$ cat src/rtl/mux_scan_if.sv
// Handshake/bus bundle between the mux scan sequencer (master) and the mux/downstream side (slave).
interface mux_scan_if;
    logic       start;
    logic [2:0] sel;
    logic       mux_in;
    logic [7:0] data;
    logic       valid;
    logic       ready;
    logic       busy;

    modport master (
        input  start,
        input  mux_in,
        input  ready,
        output sel,
        output data,
        output valid,
        output busy
    );

    modport slave (
        output start,
        output mux_in,
        output ready,
        input  sel,
        input  data,
        input  valid,
        input  busy
    );
endinterface

$ cat src/rtl/mux_scan_ctrl.sv
// Sequencer for an 8:1 single-bit mux: steps sel 0..7, settles, samples, then offers the word on valid/ready.
// Optional MUX_SCAN_AUTO_RESCAN_EN: the DONE handshake restarts the scan immediately instead of returning to IDLE.
module mux_scan_ctrl #(
    parameter int unsigned SETTLE_CYCLES = 2,
    parameter int unsigned CNT_W         = 4
) (
    input  logic          clk,
    input  logic          rst,
    mux_scan_if.master    scan_io
);

    typedef enum logic [1:0] {
        IDLE   = 2'd0,
        SETTLE = 2'd1,
        SAMPLE = 2'd2,
        DONE   = 2'd3
    } state_t;

    localparam logic [CNT_W-1:0] CNT_LAST = CNT_W'(SETTLE_CYCLES - 1);

    state_t           state_q, state_d;
    logic [CNT_W-1:0] cnt_q,   cnt_d;
    logic [2:0]       sel_q,   sel_d;
    logic [7:0]       acc_q,   acc_d;
    logic [7:0]       data_q,  data_d;

    // Each accumulator bit only captures mux_in during the SAMPLE cycle of its own channel.
    generate
        for (genvar gi = 0; gi < 8; gi++) begin : g_acc
            assign acc_d[gi] = (state_q == SAMPLE && sel_q == 3'(gi)) ? scan_io.mux_in
                                                                     : acc_q[gi];
        end
    endgenerate

    always_ff @(posedge clk or posedge rst) begin
        if (rst) begin
            state_q <= IDLE;
            cnt_q   <= '0;
            sel_q   <= 3'd0;
            acc_q   <= 8'h00;
            data_q  <= 8'h00;
        end else begin
            state_q <= state_d;
            cnt_q   <= cnt_d;
            sel_q   <= sel_d;
            acc_q   <= acc_d;
            data_q  <= data_d;
        end
    end

    always_comb begin
        state_d = state_q;
        cnt_d   = cnt_q;
        sel_d   = sel_q;
        data_d  = data_q;

        unique case (state_q)
            IDLE: begin
                sel_d = 3'd0;
                if (scan_io.start) begin
                    state_d = SETTLE;
                    cnt_d   = '0;
                end
            end

            SETTLE: begin
                cnt_d = cnt_q + CNT_W'(1);
                if (cnt_q == CNT_LAST) begin
                    state_d = SAMPLE;
                end
            end

            SAMPLE: begin
                if (sel_q != 3'd7) begin
                    sel_d   = sel_q + 3'd1;
                    cnt_d   = '0;
                    state_d = SETTLE;
                end else begin
                    // Bit 7 is still in flight into acc, so take it straight from the mux.
                    data_d  = {scan_io.mux_in, acc_q[6:0]};
                    state_d = DONE;
                end
            end

            DONE: begin
                sel_d = 3'd7;
                if (scan_io.ready) begin
                    sel_d = 3'd0;
`ifdef MUX_SCAN_AUTO_RESCAN_EN
                    cnt_d   = '0;
                    state_d = SETTLE;
`else
                    state_d = IDLE;
`endif
                end
            end

            default: begin
                state_d = IDLE;
                sel_d   = 3'd0;
                cnt_d   = '0;
            end
        endcase
    end

    assign scan_io.sel   = sel_q;
    assign scan_io.data  = data_q;
    assign scan_io.valid = (state_q == DONE);
    assign scan_io.busy  = (state_q != IDLE);

endmodule

$ cat src/flat_wrapper.sv
// flat-port wrapper written by rule: the top's interface ports become plain ports
module mux_scan_ctrl_flat 
#(
    parameter int unsigned SETTLE_CYCLES = 2,
    parameter int unsigned CNT_W         = 4
)
  (clk, rst, scan_io_start, scan_io_mux_in, scan_io_ready, scan_io_sel, scan_io_data, scan_io_valid, scan_io_busy);
  mux_scan_if scan_io_i ();
  input  logic clk;
  input  logic rst;
  input wire logic [$bits(scan_io_i.start)-1:0] scan_io_start;
  input wire logic [$bits(scan_io_i.mux_in)-1:0] scan_io_mux_in;
  input wire logic [$bits(scan_io_i.ready)-1:0] scan_io_ready;
  output wire logic [$bits(scan_io_i.sel)-1:0] scan_io_sel;
  output wire logic [$bits(scan_io_i.data)-1:0] scan_io_data;
  output wire logic [$bits(scan_io_i.valid)-1:0] scan_io_valid;
  output wire logic [$bits(scan_io_i.busy)-1:0] scan_io_busy;
  assign scan_io_i.start = scan_io_start;
  assign scan_io_i.mux_in = scan_io_mux_in;
  assign scan_io_i.ready = scan_io_ready;
  assign scan_io_sel = scan_io_i.sel;
  assign scan_io_data = scan_io_i.data;
  assign scan_io_valid = scan_io_i.valid;
  assign scan_io_busy = scan_io_i.busy;
  mux_scan_ctrl #(.SETTLE_CYCLES(SETTLE_CYCLES), .CNT_W(CNT_W)) u_core (.clk(clk), .rst(rst), .scan_io(scan_io_i));
endmodule
$ cat config.mk
export PLATFORM = sky130hd
export DESIGN_NAME = mux_scan_ctrl_flat
export DESIGN_NICKNAME = d
export VERILOG_FILES = /design/src/rtl/mux_scan_if.sv /design/src/rtl/mux_scan_ctrl.sv /design/src/flat_wrapper.sv
export SDC_FILE = /design/constraint.sdc
export NUM_CORES = 1
export LEC_CHECK = 0
export ABC_AREA = 1
export CAP_MARGIN = 25
export CORE_UTILIZATION = 40
export DETAILED_ROUTE_END_ITERATION = 8
export PLACE_DENSITY_LB_ADDON = 0.12
export SYNTH_ARGS = -nofsm -noshare
export SYNTH_HDL_FRONTEND = slang
export SYNTH_SLANG_ARGS = --single-unit
$ cat constraint.sdc
create_clock -name clk -period 1.4 [get_ports clk]
set_clock_uncertainty 0.05 [all_clocks]
set_input_delay 0.28 -clock clk [delete_from_list [all_inputs] [get_ports clk]]
set_output_delay 0.28 -clock clk [all_outputs]
set_load 0.02 [all_outputs]
---- Word-level counts from Yosys, hierarchy flattened ----
Index checks and enable logic that the tools add are counted.
operators by class
  add/subtract/negate cells ............... 2
  equality and inequality tests ........... 15
  multiplexer cells ....................... 11
  bitwise operators ....................... 1
  reductions and logical operators ........ 16
operator list
  kind                                                  number
  case mux 4 bit (3 select lines)                       1
  equality test 3 bit (second input constant)           3
  case mux 3 bit (3 select lines)                       1
  2-to-1 mux 2 bit                                      4
  2-to-1 mux 4 bit                                      2
  case mux 2 bit (4 select lines)                       1
  logical AND 1 bit                                     7
  equality test 3 x 2 -> 1 bit (second input constant)  2
  2-to-1 mux 3 bit                                      2
  != test 2 bit (second input constant)                 3
  AND reduction 3 bit                                   2
  nonzero test 3 bit                                    2
  adder 4 x 1 -> 4 bit (second input constant)          1
  equality test 2 bit (second input constant)           2
  equality test 4 x 1 -> 1 bit (second input constant)  1
  AND reduction 2 bit                                   2
  adder 3 x 1 -> 3 bit (second input constant)          1
  equality test 3 x 1 -> 1 bit (second input constant)  1
  zero test 3 bit                                       1
  != test 3 bit (second input constant)                 1
  equality test 2 x 1 -> 1 bit (second input constant)  1
  zero test 2 bit                                       1
  != test 2 x 1 -> 1 bit (second input constant)        1
  nonzero test 2 bit                                    1
  NOT 1 bit                                             1
storage, ports and cells
  register bits after elaboration ......... 24
  input port bits ......................... 5
  word-level logic and storage cells ...... 56

---- Longest topological paths before layout ----
  depth after elaboration ................. 3
  gate-level depth with buffers ........... 7
  mapped depth without buffers ............ 7

---- Worst setup path after synthesis ----
OpenSTA, ideal clock, no wires.
  kind .................................... reg2reg
  start point ............................. register u_core.sel_q[0], in the netlist u_core.scan_io.sel[0]
  end point ............................... register u_core.sel_q[0], in the netlist u_core.scan_io.sel[0]
  arrival ................................. 1.469 ns
  setup slack ............................. -0.236 ns
  cell stages (with the launch flop) ...... 8
  buffers on the path ..................... 2
  period minus slack after synthesis ...... 1.636 ns
  cells stage by stage .................... dfrtp_1 > ha_1 > ha_1 > clkbuf_1 > nand2_4 > buf_6 > nand3_1 > nand2_1
on the way
  word-level cells in the longest chain between the ends .. 3
ends and longest elaborated chain
  element                                                                        RTL line                                  source
  start, declared                                                                mux_scan_ctrl.sv:23                       logic [2:0] sel_q, sel_d;
  start signal, assigned                                                         mux_scan_ctrl.sv:45                       sel_q <= sel_d;
  adder 3 x 1 -> 3 bit / != test 3 bit (equally long branches)                   mux_scan_ctrl.sv:75, mux_scan_ctrl.sv:74
  2-to-1 mux 3 bit / != test 2 bit (equally long branches)                       --
  case mux 3 bit (3 select lines) / AND reduction 2 bit (equally long branches)  --
Several ways; a longest one is shown, not always the timed one. The select of a mux whose other input is x is not followed.
A chain may end at the register's enable or synchronous reset.

---- Worst setup path in the final report ----
  start point ............................. register u_core.state_q[0]
  end point ............................... output port scan_io_busy
on the way
  word-level cells in the longest chain between the ends .. 1
ends and longest elaborated chain
  element                 RTL line              source
  start, declared         mux_scan_ctrl.sv:21   state_t state_q, state_d;
  start signal, assigned  mux_scan_ctrl.sv:43   state_q <= state_d;
  nonzero test 2 bit      mux_scan_ctrl.sv:109  assign scan_io.busy = (state_q != IDLE);
  end, declared           flat_wrapper.sv:17    output wire logic [$bits(scan_io_i.busy)-1:0] scan_io_busy;
No other way between the ends.

==> impl_metrics.py <==
metrics = {
    "run_status": {
        "status": "finished, final reports clean",
    },
    "yosys": {
        "synthAdderAreaFrac": 0.08180,
        "synth_top_family_by_area": "simple AND/OR/NAND/NOR gates",
        "muxShareOfSynthArea": 0,
        "synth_largest_area_cell": "dfrtp_1",
        "syn_area_um2": 1224,
        "syn_avg_cell_area_um2": 8.498,
        "synth_compound_area_frac": 0.04703,
        "yosys_warnings": 0,
        "synth_cell_types": 19,
        "ys_seq_area_frac": 0.4908,
        "synth-xor-area-share": 0,
        "postSynthCellCount": 144,
        "ys_ff_latch": 24,
        "synth.top_cell.area_share": 0.4908,
        "synthSimpleGateAreaFrac": 0.3160,
        "synth_fp_nets": 157,
        "synth_top_cells_by_area": "dfrtp_1 49%, nand2_1 16%, ha_1 8.2%, nand3_1 7.4%, inv_1 3.4%",
    },
    "setup_path": {
        "crit_type": "reg -> out",
        "path_cells": "nor2_2 -> inv_1 -> buf_6",
        "cp-end-kind": "primary output",
        "worstPathRequired_ns": 1.07,
        "cp.arrival_ns": 1.04,
        "critPathLaunchType": "flop",
        "slowest_delay_ns": 0.43,
        "worstRegToRegCells": 6,
        "cp_max_fo": 3,
        "r2r_slack_ns": 0.07,
        "crit_slowest_cell": "dfrtp_1",
    },
    "floorplan": {
        "core-area_um2": 2829,
        "design.die.area_um2": 3284,
        "io_pins": 18,
        "die_h_um": 57.31,
        "start_util": 0.4326,
        "std_cell_rows": 19,
        "dieWidth_um": 57.31,
    },
    "global_routing": {
        "antenna_found_initial": 0,
        "grt_pass1_wl_mm": 4.112,
        "gr-total-overflow": 0,
        "grt_pass1_vias": 1000,
        "track_usage": 0.1646,
        "grt_max_degree": 25,
    },
    "clock_tree": {
        "cts_tree": "yes",
        "cts_max_path_buffers": 2,
        "clkTransAtPathRegs_ns": 0.13,
        "clock_latency_ns": 0.31,
        "cts_max_level": 1,
        "clkSinkCount": 24,
        "cts_root_buffer": "clkbuf_4",
        "ctsHoldBuffers": 0,
        "numCtsBuffers": 3,
    },
    "routing": {
        "route.detailed.wl_per_inst_um": 11.38,
        "drtAntennaViolNets": 0,
        "wl_met3_um": 85,
        "highest-signal-layer": "met4",
        "route.vias.total": 1003,
        "vias_per_cell": 4.822,
        "met2WireLength_mm": 1.243,
        "drt-total-wl_mm": 2.368,
        "drc": 0,
        "drt_iter0_markers": 43,
        "dr.pass1.iters": 4,
        "wl_met1_mm": 1.020,
    },
    "power": {
        "ir_worst_vdd_mv": 1.329,
        "p_per_area_nw_per_um2": 1708,
        "leakage_nw": 0.8530,
    },
    "placed_design": {
        "gp_congestion": 0.8224,
        "io_buffers": 17,
        "dp_hpwl_mm": 1.687,
        "dp_slack_ns": -0.01916,
        "placed_cells": 199,
        "placed_area_um2": 1499,
    },
    "timing": {
        "max-slew-margin-rel": 0.7899,
        "hold_viol_final": 0,
        "rsz0062_at_grt": "yes",
        "drv_slew": 0,
        "final.min_clock_period_ns": 1.371,
        "period_share": 0.9795,
        "worst_slew_pin_slew_ns": 0.3151,
        "fin_hold_ws_ns": 0.2450,
        "setup_violations": 0,
        "fmax_mhz": 729.3,
        "worst_slack_ns": 0.02875,
    },
    "layout": {
        "final_cells": 208,
        "drive_above_1_share": 0.2260,
        "final_util": 0.5674,
        "antenna_cells": 0,
        "nets": 191,
        "nFillCells": 266,
        "area_delta_synth_final_pct": 31.19,
        "postLayoutCellArea_um2": 1605,
    },
    "run": {
        "maxCapViolCount": 0,
    },
    "worst_hold_path": {
        "hp-class": "in -> async",
    },
}
==> placed cells by master, fill, tap and decap left out, types with 3 or more instances in the layout <==
master,Yosys,routed
buf_2,0,3
buf_4,0,13
clkbuf_4,0,3
clkdlybuf4s15_1,0,8
clkdlybuf4s50_1,0,4
dfrtp_1,24,22
ha_1,8,6
inv_1,11,11
inv_2,3,3
nand2_1,51,51
nand3_1,18,18
nor2_1,4,3
o21ai_0,3,3
o21ai_1,7,7
==> Yosys cell counts <==
master,count
nand2_4,1
buf_6,2
or2_1,2
nand2_2,2
nand2_1,51
clkbuf_1,1
nor2_2,1
dfrtp_1,24
inv_1,11
ha_1,8
nand3_2,3
nand3_1,18
nor2_1,4
nor2_4,1
o21bai_1,1
o21ai_0,3
o21ai_1,7
nand4_1,1
inv_2,3
==> through the flow <==
stage	power [mW]	TNS, ns
final	2.742	0
after CTS	2.648	-0.01824
after floorplan	1.752	0
after global routing	2.965	-0.07117
after detailed placement	2.158	-0.05068
after global placement	2.132	-0.01084
==> cell type report <==
type                            count  area (um2)  share of cell area
Clock buffer                        3       22.52             0.01403
Clock inverter                      1       30.03             0.01871
Inverter                           14       52.55             0.03274
Multi-Input combinational cell    104       589.3              0.3671
Sequential cell                    24       603.1              0.3757
Tap cell                           31       38.79             0.02416
Timing Repair Buffer               31       269.0              0.1676
==> where the power goes <==
group / internal, mW / total (mW) / switching [mW]
logic: 0.531 / 1.22 / 0.685
registers: 0.878 / 1.03 / 0.149
clock network: 0.290 / 0.499 / 0.210
==> path summary, 6_finish.rpt <==
| kind | from | endpoint |
|---|---|---|
| max in group asynchronous | rst | u_core.scan_io.sel[0] |
| min in group clk | u_core.scan_io.data[1] | u_core.scan_io.data[1] |
| setup / recovery | u_core.state_q[0] | scan_io_busy |
| hold reg to reg | u_core.scan_io.data[1] | u_core.scan_io.data[1] |
| hold / removal | rst | u_core.acc_q[0] |
| setup reg to reg | u_core.scan_io.sel[0] | u_core.state_q[1] |
==> layer usage <==
metal / track usage / vias up
met5: 0 / -
met4: 0.04878 / 0
met3: 0.04989 / 2
met2: 0.3025 / 18
met1: 0.1822 / 461
li1: - / 522
==> cells by family (layout without fill, tap and decap cells) <==
logic type,count (synthesis),count (layout)
flip-flops,24,24
AND/OR/NAND/NOR,84,85
AO/OA/AOI/OAI,11,11
adder cells (fa/ha/maj),8,8
buffers and inverters,17,49
==> critical path, delay by kind of cell (launching register included) <==
family | cells | cell delay (ns)
flops | 1 | 0.43
simple gates | 1 | 0.13
buf+inv | 2 | 0.18
==> flip-flops by register name (all words and copies together), names as in the netlist <==
| register | cells |
|---|---|
| u_core.scan_io.data | 8 |
| u_core.cnt_q | 4 |
| u_core.state_q | 2 |
| u_core.scan_io.sel | 3 |
| u_core.acc_q | 7 |
==> timing repair <==
item | 4_1_cts | 5_1_grt
pin swaps | 1 | 3
cloned | 0 | 1
resized for setup | 24 | 16
endpoints found under the setup margin | 18 | 20
buffers inserted | 1 | 3
hold endpoints to repair | 0 | 0
No activity file was read; power rests on OpenSTA's default activity.
